### src/rtl/i_fetch_pkg.sv
// Shared types for the instruction fetch slice: opcodes, queue entry, fetch FSM states.
package i_fetch_pkg;

  typedef enum logic [6:0] {
    op_lui   = 7'b0110111,
    op_auipc = 7'b0010111,
    op_jal   = 7'b1101111,
    op_jalr  = 7'b1100111,
    op_br    = 7'b1100011,
    op_load  = 7'b0000011,
    op_store = 7'b0100011,
    op_imm   = 7'b0010011,
    op_reg   = 7'b0110011,
    op_csr   = 7'b1110011
  } rv32i_opcode;

  typedef struct packed {
    logic [31:0] pc;
    logic [31:0] next_pc;
    logic [31:0] instr;
  } i_queue_data_t;

  typedef enum logic [1:0] {
    FETCH,
    DISCARD,
    HOLD
  } fetch_st_t;

  function automatic logic [31:0] j_imm(input logic [31:0] instr);
    return {{12{instr[31]}}, instr[19:12], instr[20], instr[30:21], 1'b0};
  endfunction

endpackage

### src/rtl/i_fetch_if.sv
// Fetch-side bus bundle: instruction cache read port plus instruction queue write port.
interface i_fetch_if;
  import i_fetch_pkg::*;

  logic          imem_read;
  logic [31:0]   imem_address;
  logic [31:0]   imem_rdata;
  logic          imem_resp;
  logic          iq_full;
  logic          iq_write;
  i_queue_data_t iq_data;

  modport master (
    output imem_read, imem_address, iq_write, iq_data,
    input  imem_rdata, imem_resp, iq_full
  );

  modport slave (
    input  imem_read, imem_address, iq_write, iq_data,
    output imem_rdata, imem_resp, iq_full
  );

endinterface

### src/rtl/i_fetch_hold_buf.sv
// Single-entry skid register that parks a fetched entry while the queue is full.
module i_fetch_hold_buf
  import i_fetch_pkg::*;
(
  input  logic          clk,
  input  logic          rst,
  input  logic          load,
  input  logic          clear,
  input  i_queue_data_t din,
  output logic          valid,
  output i_queue_data_t data
);

  logic          valid_q, valid_d;
  i_queue_data_t data_q, data_d;

  always_comb begin
    valid_d = valid_q;
    data_d  = data_q;
    if (clear) valid_d = 1'b0;
    if (load) begin
      valid_d = 1'b1;
      data_d  = din;
    end
  end

  always_ff @(posedge clk) begin
    if (rst) begin
      valid_q <= 1'b0;
      data_q  <= '0;
    end else begin
      valid_q <= valid_d;
      data_q  <= data_d;
    end
  end

  assign valid = valid_q;
  assign data  = data_q;

endmodule

### src/rtl/i_fetch.sv
// Instruction fetch unit: owns the fetch PC, reads the I-cache, writes the instruction queue.
// Optional JAL next-PC prediction enabled by defining IFETCH_JAL_PREDICT_EN.
module i_fetch
  import i_fetch_pkg::*;
#(
  parameter logic [31:0] RESET_PC = 32'h0000_0060
) (
  input  logic        clk,
  input  logic        rst,
  i_fetch_if.master   bus,
  input  logic        redirect,
  input  logic [31:0] redirect_pc
);

  fetch_st_t     state_q, state_d;
  logic [31:0]   pc_q, pc_d;
  logic [31:0]   pend_q, pend_d;
  logic [31:0]   target;
  logic [31:0]   pred_pc;
  i_queue_data_t fetched;
  logic          hb_load, hb_clear, hb_valid;
  i_queue_data_t hb_data;

  assign target = redirect_pc & ~32'h3;

  always_comb begin
`ifdef IFETCH_JAL_PREDICT_EN
    if (bus.imem_rdata[6:0] == op_jal) pred_pc = pc_q + j_imm(bus.imem_rdata);
    else                               pred_pc = pc_q + 32'd4;
`else
    pred_pc = pc_q + 32'd4;
`endif
    fetched = '{pc: pc_q, next_pc: pred_pc, instr: bus.imem_rdata};
  end

  i_fetch_hold_buf u_hold_buf (
    .clk   (clk),
    .rst   (rst),
    .load  (hb_load),
    .clear (hb_clear),
    .din   (fetched),
    .valid (hb_valid),
    .data  (hb_data)
  );

  always_comb begin
    state_d          = state_q;
    pc_d             = pc_q;
    pend_d           = pend_q;
    hb_load          = 1'b0;
    hb_clear         = 1'b0;
    bus.imem_read    = 1'b0;
    bus.imem_address = pc_q;
    bus.iq_write     = 1'b0;
    bus.iq_data      = '0;

    unique case (state_q)
      FETCH: begin
        bus.imem_read = 1'b1;
        bus.iq_data   = fetched;
        if (redirect) begin
          // Without a response the cache is mid-transaction: park the target and drain it.
          if (bus.imem_resp) begin
            pc_d = target;
          end else begin
            pend_d  = target;
            state_d = DISCARD;
          end
        end else if (bus.imem_resp) begin
          pc_d = pred_pc;
          if (bus.iq_full) begin
            hb_load = 1'b1;
            state_d = HOLD;
          end else begin
            bus.iq_write = 1'b1;
          end
        end
      end

      DISCARD: begin
        bus.imem_read = 1'b1;
        if (redirect) pend_d = target;
        if (bus.imem_resp) begin
          pc_d    = redirect ? target : pend_q;
          state_d = FETCH;
        end
      end

      HOLD: begin
        bus.iq_data = hb_data;
        if (redirect) begin
          hb_clear = 1'b1;
          pc_d     = target;
          state_d  = FETCH;
        end else if (!bus.iq_full || !hb_valid) begin
          bus.iq_write = hb_valid;
          hb_clear     = 1'b1;
          state_d      = FETCH;
        end
      end

      default: state_d = FETCH;
    endcase

    if (rst) begin
      bus.imem_read    = 1'b0;
      bus.imem_address = RESET_PC;
      bus.iq_write     = 1'b0;
      bus.iq_data      = '0;
    end
  end

  always_ff @(posedge clk) begin
    if (rst) begin
      state_q <= FETCH;
      pc_q    <= RESET_PC;
      pend_q  <= '0;
    end else begin
      state_q <= state_d;
      pc_q    <= pc_d;
      pend_q  <= pend_d;
    end
  end

endmodule

### src/flat_wrapper.sv
// flat-port wrapper written by rule: the top's interface ports become plain ports
module i_fetch_flat import i_fetch_pkg::*;
#(
  parameter logic [31:0] RESET_PC = 32'h0000_0060
)
  (clk, rst, redirect, redirect_pc, bus_imem_read, bus_imem_address, bus_iq_write, bus_iq_data, bus_imem_rdata, bus_imem_resp, bus_iq_full);
  i_fetch_if bus_i ();
  input  logic clk;
  input  logic rst;
  input  logic redirect;
  input  logic [31:0] redirect_pc;
  output wire logic [$bits(bus_i.imem_read)-1:0] bus_imem_read;
  output wire logic [$bits(bus_i.imem_address)-1:0] bus_imem_address;
  output wire logic [$bits(bus_i.iq_write)-1:0] bus_iq_write;
  output wire logic [$bits(bus_i.iq_data)-1:0] bus_iq_data;
  input wire logic [$bits(bus_i.imem_rdata)-1:0] bus_imem_rdata;
  input wire logic [$bits(bus_i.imem_resp)-1:0] bus_imem_resp;
  input wire logic [$bits(bus_i.iq_full)-1:0] bus_iq_full;
  assign bus_imem_read = bus_i.imem_read;
  assign bus_imem_address = bus_i.imem_address;
  assign bus_iq_write = bus_i.iq_write;
  assign bus_iq_data = bus_i.iq_data;
  assign bus_i.imem_rdata = bus_imem_rdata;
  assign bus_i.imem_resp = bus_imem_resp;
  assign bus_i.iq_full = bus_iq_full;
  i_fetch #(.RESET_PC(RESET_PC)) u_core (.clk(clk), .rst(rst), .bus(bus_i), .redirect(redirect), .redirect_pc(redirect_pc));
endmodule
### config.mk
export PLATFORM = sky130hd
export DESIGN_NAME = i_fetch_flat
export DESIGN_NICKNAME = d
export VERILOG_FILES = /design/src/rtl/i_fetch_pkg.sv /design/src/rtl/i_fetch_if.sv /design/src/rtl/i_fetch_hold_buf.sv /design/src/rtl/i_fetch.sv /design/src/flat_wrapper.sv
export SDC_FILE = /design/constraint.sdc
export NUM_CORES = 1
export LEC_CHECK = 0
export CORE_MARGIN = 3
export CORE_UTILIZATION = 45
export CTS_CLUSTER_DIAMETER = 50
export CTS_CLUSTER_SIZE = 30
export DETAILED_ROUTE_END_ITERATION = 6
export HOLD_SLACK_MARGIN = 0.05
export PLACE_DENSITY = 0.76
export SYNTH_ARGS = -nofsm -noshare
export SYNTH_HDL_FRONTEND = slang
export SYNTH_SLANG_ARGS = --single-unit
### constraint.sdc
create_clock -name clk -period 2.51 [get_ports clk]
set_input_delay 0.753 -clock clk [delete_from_list [all_inputs] [get_ports clk]]
set_output_delay 0.753 -clock clk [all_outputs]
set_load 0.005 [all_outputs]
==> reports/results.txt <==
status: finished with violations
violated checks: DRC, setup timing
fmax: 340 MHz
area of all placed cells without fillers: 14,800 um2
period utilisation layout: 117%
Area Overhead vs Synth: 70.4%
total CTS buffers: 17
final worst setup slack: -0.433 ns
Total Nets Final: 1,681
post-synthesis average cell area: 7.20 um2
DP Area: 12,000 um2
crit-path max FO: 5
Top FF cell, synth: dfxtp_1
Yosys reg bits: 161
crit-path cells: ha_4, and3_4, nand2_4, buf_8, buf_6, nor4_4, xnor2_2, o21ai_1, buf_2
Least-Margin Pin Slew: 0.591 ns
die area: 21,100 um2
WP buf/inv: 3
leak pwr: 6.25 nW
count of pins over their slew limit: 0
fillers: 1,146
number of DRC markers in iteration 0: 1,419
Synth Area in Compound Gates: 25.6%
worst slack, placed: -0.700 ns
largest family of logic cells by synthesized area: compound AO/OA/AOI/OAI gates
# clock sinks: 161
pwr dens: 675 nW/um2
mapped cell area: 8710 um2
post-synthesis xor/xnor area fraction: 2.81%
CP Class: reg2out
gr usage total: 34.1%
total grt overflow: 0
drt via density: 6.33
Synth Area in Adders: 0.574%
DRC: 3
Post-synth ARST share: 0%
WL/cell: 23.0 um
Hold Slack: 0.460 ns
RSZ-0062 raised after global routing: true
Startpoint Class: flip-flop
Final HPWL DP: 21.4 mm
CP required: 1.76 ns
Mapped Cells: 1,210
Core Footprint: 18,900 um2
CTS tree: done
multiplexer share of the synthesized area: 1.48%
num ports: 199
Final ANT Viol Nets: 0
CTS clock-pin slew for the worst setup and hold paths: 0.06 ns
slowest stage cell on the critical path: dfxtp_4
CTS root buf: clkbuf_16
largest net degree at the start of global routing: 44
Worst Hold Class: reg2reg
Initial DRT Pass Iterations: 7
register area share after synthesis: 37.0%
Hold Vio Cnt, Final: 0
antenna violations before repair: 0
Synth Area in Simple Gates: 25.5%
Inserted Diodes: 0
routed vias: 11,900
worst-skew pair later-pin latency: 0.45 ns
normalized max-slew margin: 60.5%
vias in the first global route: 10,900
maximum level of the CTS H-tree: 4
layout cells sized above 1: 40.7%
syn nets: 1,283
CP arrival: 2.19 ns
Post-synth EDFFs: 0
CP peak stage delay: 0.38 ns
setup tns final: -17.34 ns
Post-CTS Hold Buffers: 0
global-route wire length before repair: 58.4 mm
Initial Util: 46.1%
port buffer count: 196
WL final: 43.3 mm
Max clock buf depth: 2
Crit path max-delay family: simple AND/OR/NAND/NOR gates
Max IR drop VDD: 0.633 mV
Final setup viols: 95
GPL Wtd Cong: 0.932
Rows: 50
Synthesis Warnings: 0
Die Ht: 145 um
minimum clock period: 2.94 ns
Max Cap Viol: 0
Final Skew: 0.0168 ns
Setup crit end kind: primary output
Die X: 145 um
library cells used by synthesis: 62
overall power: 0.0100 W
## worst paths after layout
| kind | from | endpoint | slack (ns) | cells past startpoint |
|---|---|---|---|---|
| max | u_core.pc_q[2] | bus_iq_data[56] | -0.43 | 9 |
| min | u_core.pend_q[15] | u_core.pend_q[15] | 0.46 | 2 |
| max reg2reg | u_core.state_q[1] | u_core.pc_q[13] | -0.06 | 10 |
| min reg2reg | u_core.pend_q[15] | u_core.pend_q[15] | 0.46 | 2 |
## routing by layer
metal	share of wire [%]	global-route usage, %	up-vias
met2	45	57.2	1016
met3	10	7.37	380
met4	9.6	23.5	0
li1	-	-	4987
met1	34	38.7	5518
met5	0	0	-
## report_power, final
group	leakage [nW]	switching (W)	internal (W)	total, W
sequential	1.32	0.000195	0.00278	0.00297
combinational	4.62	0.00217	0.00200	0.00417
clock	0.305	0.00118	0.00170	0.00288
## metrics by stage
step	util [%]	std cells
after floorplan	-	1210
after global placement	63.4	1717
after detailed placement	63.4	1717
after CTS	75.4	1841
after global routing	78.6	1881
final	78.6	1881
## cells in the mapped netlist (5+ instances only)
cell | n | area share, %
a211oi_1 | 20 | 1.7
a21o_1 | 6 | 0.52
a21oi_1 | 159 | 9.1
a221oi_1 | 6 | 0.60
a22oi_1 | 77 | 6.6
a31o_2 | 5 | 0.50
and3_1 | 8 | 0.57
buf_1 | 16 | 0.69
buf_2 | 13 | 0.75
buf_4 | 12 | 1.0
clkbuf_1 | 84 | 3.6
dfxtp_1 | 161 | 37
inv_1 | 15 | 0.65
mux2_2 | 7 | 0.90
mux2i_1 | 5 | 0.57
nand2_1 | 258 | 11
nand3_1 | 12 | 0.69
nand4_1 | 6 | 0.43
nor2_1 | 136 | 5.9
nor2b_1 | 24 | 1.7
nor3_1 | 22 | 1.3
nor4_1 | 9 | 0.65
o211ai_1 | 5 | 0.43
o21ai_0 | 47 | 2.7
or2_2 | 5 | 0.36
xnor2_1 | 24 | 2.4
## tightest hold or removal path, cell delays in order (launching register included)
cell and delay [ns]:
dfxtp_1 0.31, nand2_1 0.05, a21oi_1 0.06
## what timing repair did
item	4_1_cts	5_1_grt
setup buffers	88	50
endpoints found under the setup margin	126	132
resized for setup	636	142
pin swaps	92	122
cloned	6	5
## sequential cells by signal (all words and copies together), names as in the netlist
name                     flops
u_core.pc_q                 32
u_core.pend_q               32
u_core.u_hold_buf.data      94
u_core.u_hold_buf.valid      1
u_core.state_q               2
## placed cells by master (no fill, tap or decap), drive strengths merged, types with 3 or more instances in the layout
| cell type | instances |
|---|---|
| and3 | 9 |
| a21oi | 159 |
| a31o | 5 |
| bufinv | 4 |
| and4 | 4 |
| clkinv | 6 |
| a21o | 6 |
| mux2 | 7 |
| a22oi | 77 |
| or2 | 5 |
| inv | 16 |
| mux2i | 5 |
| nand4 | 8 |
| a211oi | 20 |
| o211ai | 5 |
| nor2 | 136 |
| a221oi | 7 |
| dfxtp | 161 |
| nor3 | 22 |
| nand3 | 12 |
| o311a | 3 |
| clkdlybuf4s50 | 69 |
| buf | 382 |
| a22o | 4 |
| o21ai | 48 |
| nor2b | 24 |
| dlygate4sd2 | 27 |
| xnor2 | 24 |
| o21a | 4 |
| nand2 | 258 |
| clkbuf | 46 |
| nand3b | 3 |
| ha | 4 |
| a31oi | 3 |
| nor4 | 12 |
| xor2 | 4 |
## layout make-up
| class | instances | area [um2] | share of cell area, % |
|---|---|---|---|
| clock buffer | 20 | 447 | 3.01 |
| sequential | 161 | 3260 | 22.0 |
| tap | 260 | 325 | 2.19 |
| multi-input combinational | 907 | 5990 | 40.4 |
| inverter | 15 | 58.8 | 0.396 |
| clock inverter | 12 | 181 | 1.22 |
| timing repair buffer | 506 | 4580 | 30.9 |
## logic make-up after synthesis
kind of cell    after synthesis
compound gates              359
mux                          12
fa+ha+maj                     4
simple gates                504
flops                       161
xor+xnor                     28
buf+inv                     142
(Power assumes the default switching activity.)
==> variant (config.mk and constraints unchanged) <==
Reset style: asynchronous (`rst`), changed in 2 clocked blocks.
--- a/src/rtl/i_fetch_hold_buf.sv
+++ b/src/rtl/i_fetch_hold_buf.sv
@@ -24,7 +24,7 @@
     end
   end
 
-  always_ff @(posedge clk) begin
+  always_ff @(posedge clk or posedge rst) begin
     if (rst) begin
       valid_q <= 1'b0;
       data_q  <= '0;
--- a/src/rtl/i_fetch.sv
+++ b/src/rtl/i_fetch.sv
@@ -110,7 +110,7 @@
     end
   end
 
-  always_ff @(posedge clk) begin
+  always_ff @(posedge clk or posedge rst) begin
     if (rst) begin
       state_q <= FETCH;
       pc_q    <= RESET_PC;
Check against the original RTL: no difference found for any inputs over 4 cycles, from zero or initial values and one cycle with rst high; that may be too few to reach the edited logic, so the function may still have changed.
==> variant against the original RTL <==
The flow finishes with violations (negative setup slack). Register-to-register slack got worse by 0.02 ns. Sequential cell count did not move. Design area decreased by 2.8%. Count of clock-buffer cells in the layout unchanged. Critical path type unchanged. Non-clock buffer count fell by 54. Setup slack lost 0.36 ns. Maximum frequency is 11% lower. Final cell count fell by 17%. Routed wire length down 8.4%. Area after synthesis is 1.2% higher.
Power is not compared: it rests on default switching activity, and its combinational part moved more than twofold at a synthesized area within 25%.
==> variant: results (changes against the original RTL) <==
.. list-table::
   :header-rows: 1

   * - Metric
     - Value
   * - Result of the run
     - complete, but fails checks (unchanged)
   * - Violated checks
     - negative setup slack (was design-rule violations, negative setup slack)
   * - Internal reg-to-reg setup slack
     - -0.08 ns (was -0.06 ns)
   * - Ys flop type
     - sky130_fd_sc_hd__dfrtp_1 (was sky130_fd_sc_hd__dfxtp_1)
   * - Share of synthesized registers carrying an async set or reset
     - 100.0% (was 0%)
   * - Area occupied by multi-input gates
     - 5171 µm² (was 5991 µm²)
   * - Mapped Cells
     - 916 (was 1210)
   * - Routed WL
     - 39680 µm (was 43320 µm)
   * - Vias in the first global route
     - 9370 (was 10870)
   * - Critical Path Fanout Max
     - 3 (was 5)
   * - Overall track demand over capacity in global routing
     - 32.58% (was 34.08%)
   * - Share of the yosys chip area belonging to registers
     - 45.70% (was 36.99%)
   * - CP Capture Point
     - bus_iq_data[60] (was bus_iq_data[56])
   * - Number of distinct library cells after synthesis
     - 58 (was 62)
   * - Setup tns final
     - -35.34 ns (was -17.34 ns)
   * - Data arrival time of the critical path
     - 2.55 ns (was 2.19 ns)
   * - Reg-to-reg critical path startpoint
     - u_core.pc_q[5]$_DFFE_PP1P_ (was u_core.state_q[1]$_SDFFE_PP0P_)
   * - First-pass DRT Iterations
     - 6 (was 7)
   * - DRT iter0 DRCs
     - 1592 (was 1419)
   * - Final WS setup
     - -0.7916 ns (was -0.4335 ns)
   * - Placed instance count
     - 1420 (was 1717)
   * - Post-synth net total
     - 989 (was 1283)
   * - Grt ovf
     - 0 (unchanged)
   * - Antenna violations before repair
     - 0 (unchanged)
   * - DR vias
     - 9988 (was 11900)
   * - Fraction of layout cells with a size suffix above 1
     - 47.86% (was 40.65%)
   * - First element of the critical path
     - u_core.pc_q[11]$_DFFE_PP0P_ (was u_core.pc_q[2]$_SDFFE_PP0P_)
   * - Dpl ws
     - -0.8741 ns (was -0.6995 ns)
   * - Pin count of the biggest net entering global routing
     - 162 (was 44)
   * - Flip-flop count of the largest register, all copies and words added
     - 94 (unchanged)
   * - Headroom to the max-slew limit
     - 39.99% (was 60.53%)
   * - Endpoint of the worst register-to-register path
     - u_core.pc_q[16]$_DFFE_PP0P_ (was u_core.pc_q[13]$_SDFFE_PP0P_)
   * - Post-DP Area
     - 12010 µm² (was 11990 µm²)
   * - Fin cells
     - 1568 (was 1881)
   * - First-pass GRT wire length
     - 54860 µm (was 58360 µm)
   * - Endpoints failing setup
     - 101 (was 95)
   * - Fill cell total of the finished layout
     - 1071 (was 1146)
   * - Clk_skew
     - 0.008759 ns (was 0.01677 ns)
   * - Synth Warn #
     - 0 (unchanged)
   * - Placed wire-length estimate after detailed placement
     - 19160 µm (was 21420 µm)
variant: area by class of cell:
cell class | count | share of cell area, %
multi-input combinational | 645 | 35.83
timing repair buffer | 452 | 29.05
sequential | 161 | 27.96
clock buffer | 20 | 3.164
tap | 260 | 2.254
clock inverter | 12 | 1.257
inverter | 18 | 0.4941
variant: repair_timing:
| item | CTS | global route |
|---|---|---|
| buffers inserted | 69 | 50 |
| cloned | 20 | 2 |
| pin swaps | 67 | 97 |
| gates resized for setup | 677 | 117 |
| hold endpoints to repair | 0 | 0 |
| setup endpoints to repair | 130 | 106 |
variant: routing by layer:
| layer | GRT usage, % | routed length, µm | share of wire (%) | vias to the layer above |
|---|---|---|---|---|
| met5 | 0 | 0 | 0 | - |
| met4 | 18.06 | 2703 | 6.8 | 0 |
| met3 | 9.467 | 4590 | 12 | 233 |
| met2 | 50.66 | 17970 | 45 | 893 |
| met1 | 40.95 | 14410 | 36 | 4800 |
| li1 | - | - | - | 4062 |
variant: critical path: stages, from the launching register on:
cell and delay (ns):
sky130_fd_sc_hd__dfrtp_1 0.41, sky130_fd_sc_hd__nand3_2 0.11, sky130_fd_sc_hd__or4_4 0.57, sky130_fd_sc_hd__or4_4 0.55
sky130_fd_sc_hd__xor2_2 0.17, sky130_fd_sc_hd__o21ai_1 0.16, sky130_fd_sc_hd__buf_2 0.15
variant: through the flow:
stage	hold WS, ns	power (mW)
6_report	0.4948	17.81
5_1_grt	0.5107	18.37
4_1_cts	0.4845	16.47
3_5_place_dp	0.4700	12.47
3_3_place_gp	0.4610	12.21
2_1_floorplan	0.4497	8.664
variant: how the worst min path moves through the flow:
stage               cells after the start                                endpoint  slack, ns                              startpoint
floorplan                               2            u_core.pend_q[6]$_DFFE_PP0P_       0.45            u_core.pend_q[6]$_DFFE_PP0P_
global placement                        2  u_core.u_hold_buf.data[56]$_DFFE_PP0P_       0.46  u_core.u_hold_buf.data[56]$_DFFE_PP0P_
detailed placement                      2  u_core.u_hold_buf.data[44]$_DFFE_PP0P_       0.47  u_core.u_hold_buf.data[44]$_DFFE_PP0P_
CTS                                     2  u_core.u_hold_buf.data[44]$_DFFE_PP0P_       0.48  u_core.u_hold_buf.data[44]$_DFFE_PP0P_
global route                            1            u_core.pend_q[5]$_DFFE_PP0P_       0.51            u_core.pend_q[5]$_DFFE_PP0P_
finish                                  2  u_core.u_hold_buf.data[56]$_DFFE_PP0P_       0.49  u_core.u_hold_buf.data[56]$_DFFE_PP0P_
variant: cells by family after synthesis:
kind of cell	count (synthesis)	synth area share (%)
AND/OR/NAND/NOR	241	13.21
AO/OA/AOI/OAI	277	20.62
multiplexers	95	12.06
buffers and inverters	110	5.064
flip-flops	161	45.70
adder cells (fa/ha/maj)	4	0.5674
XOR/XNOR	28	2.780
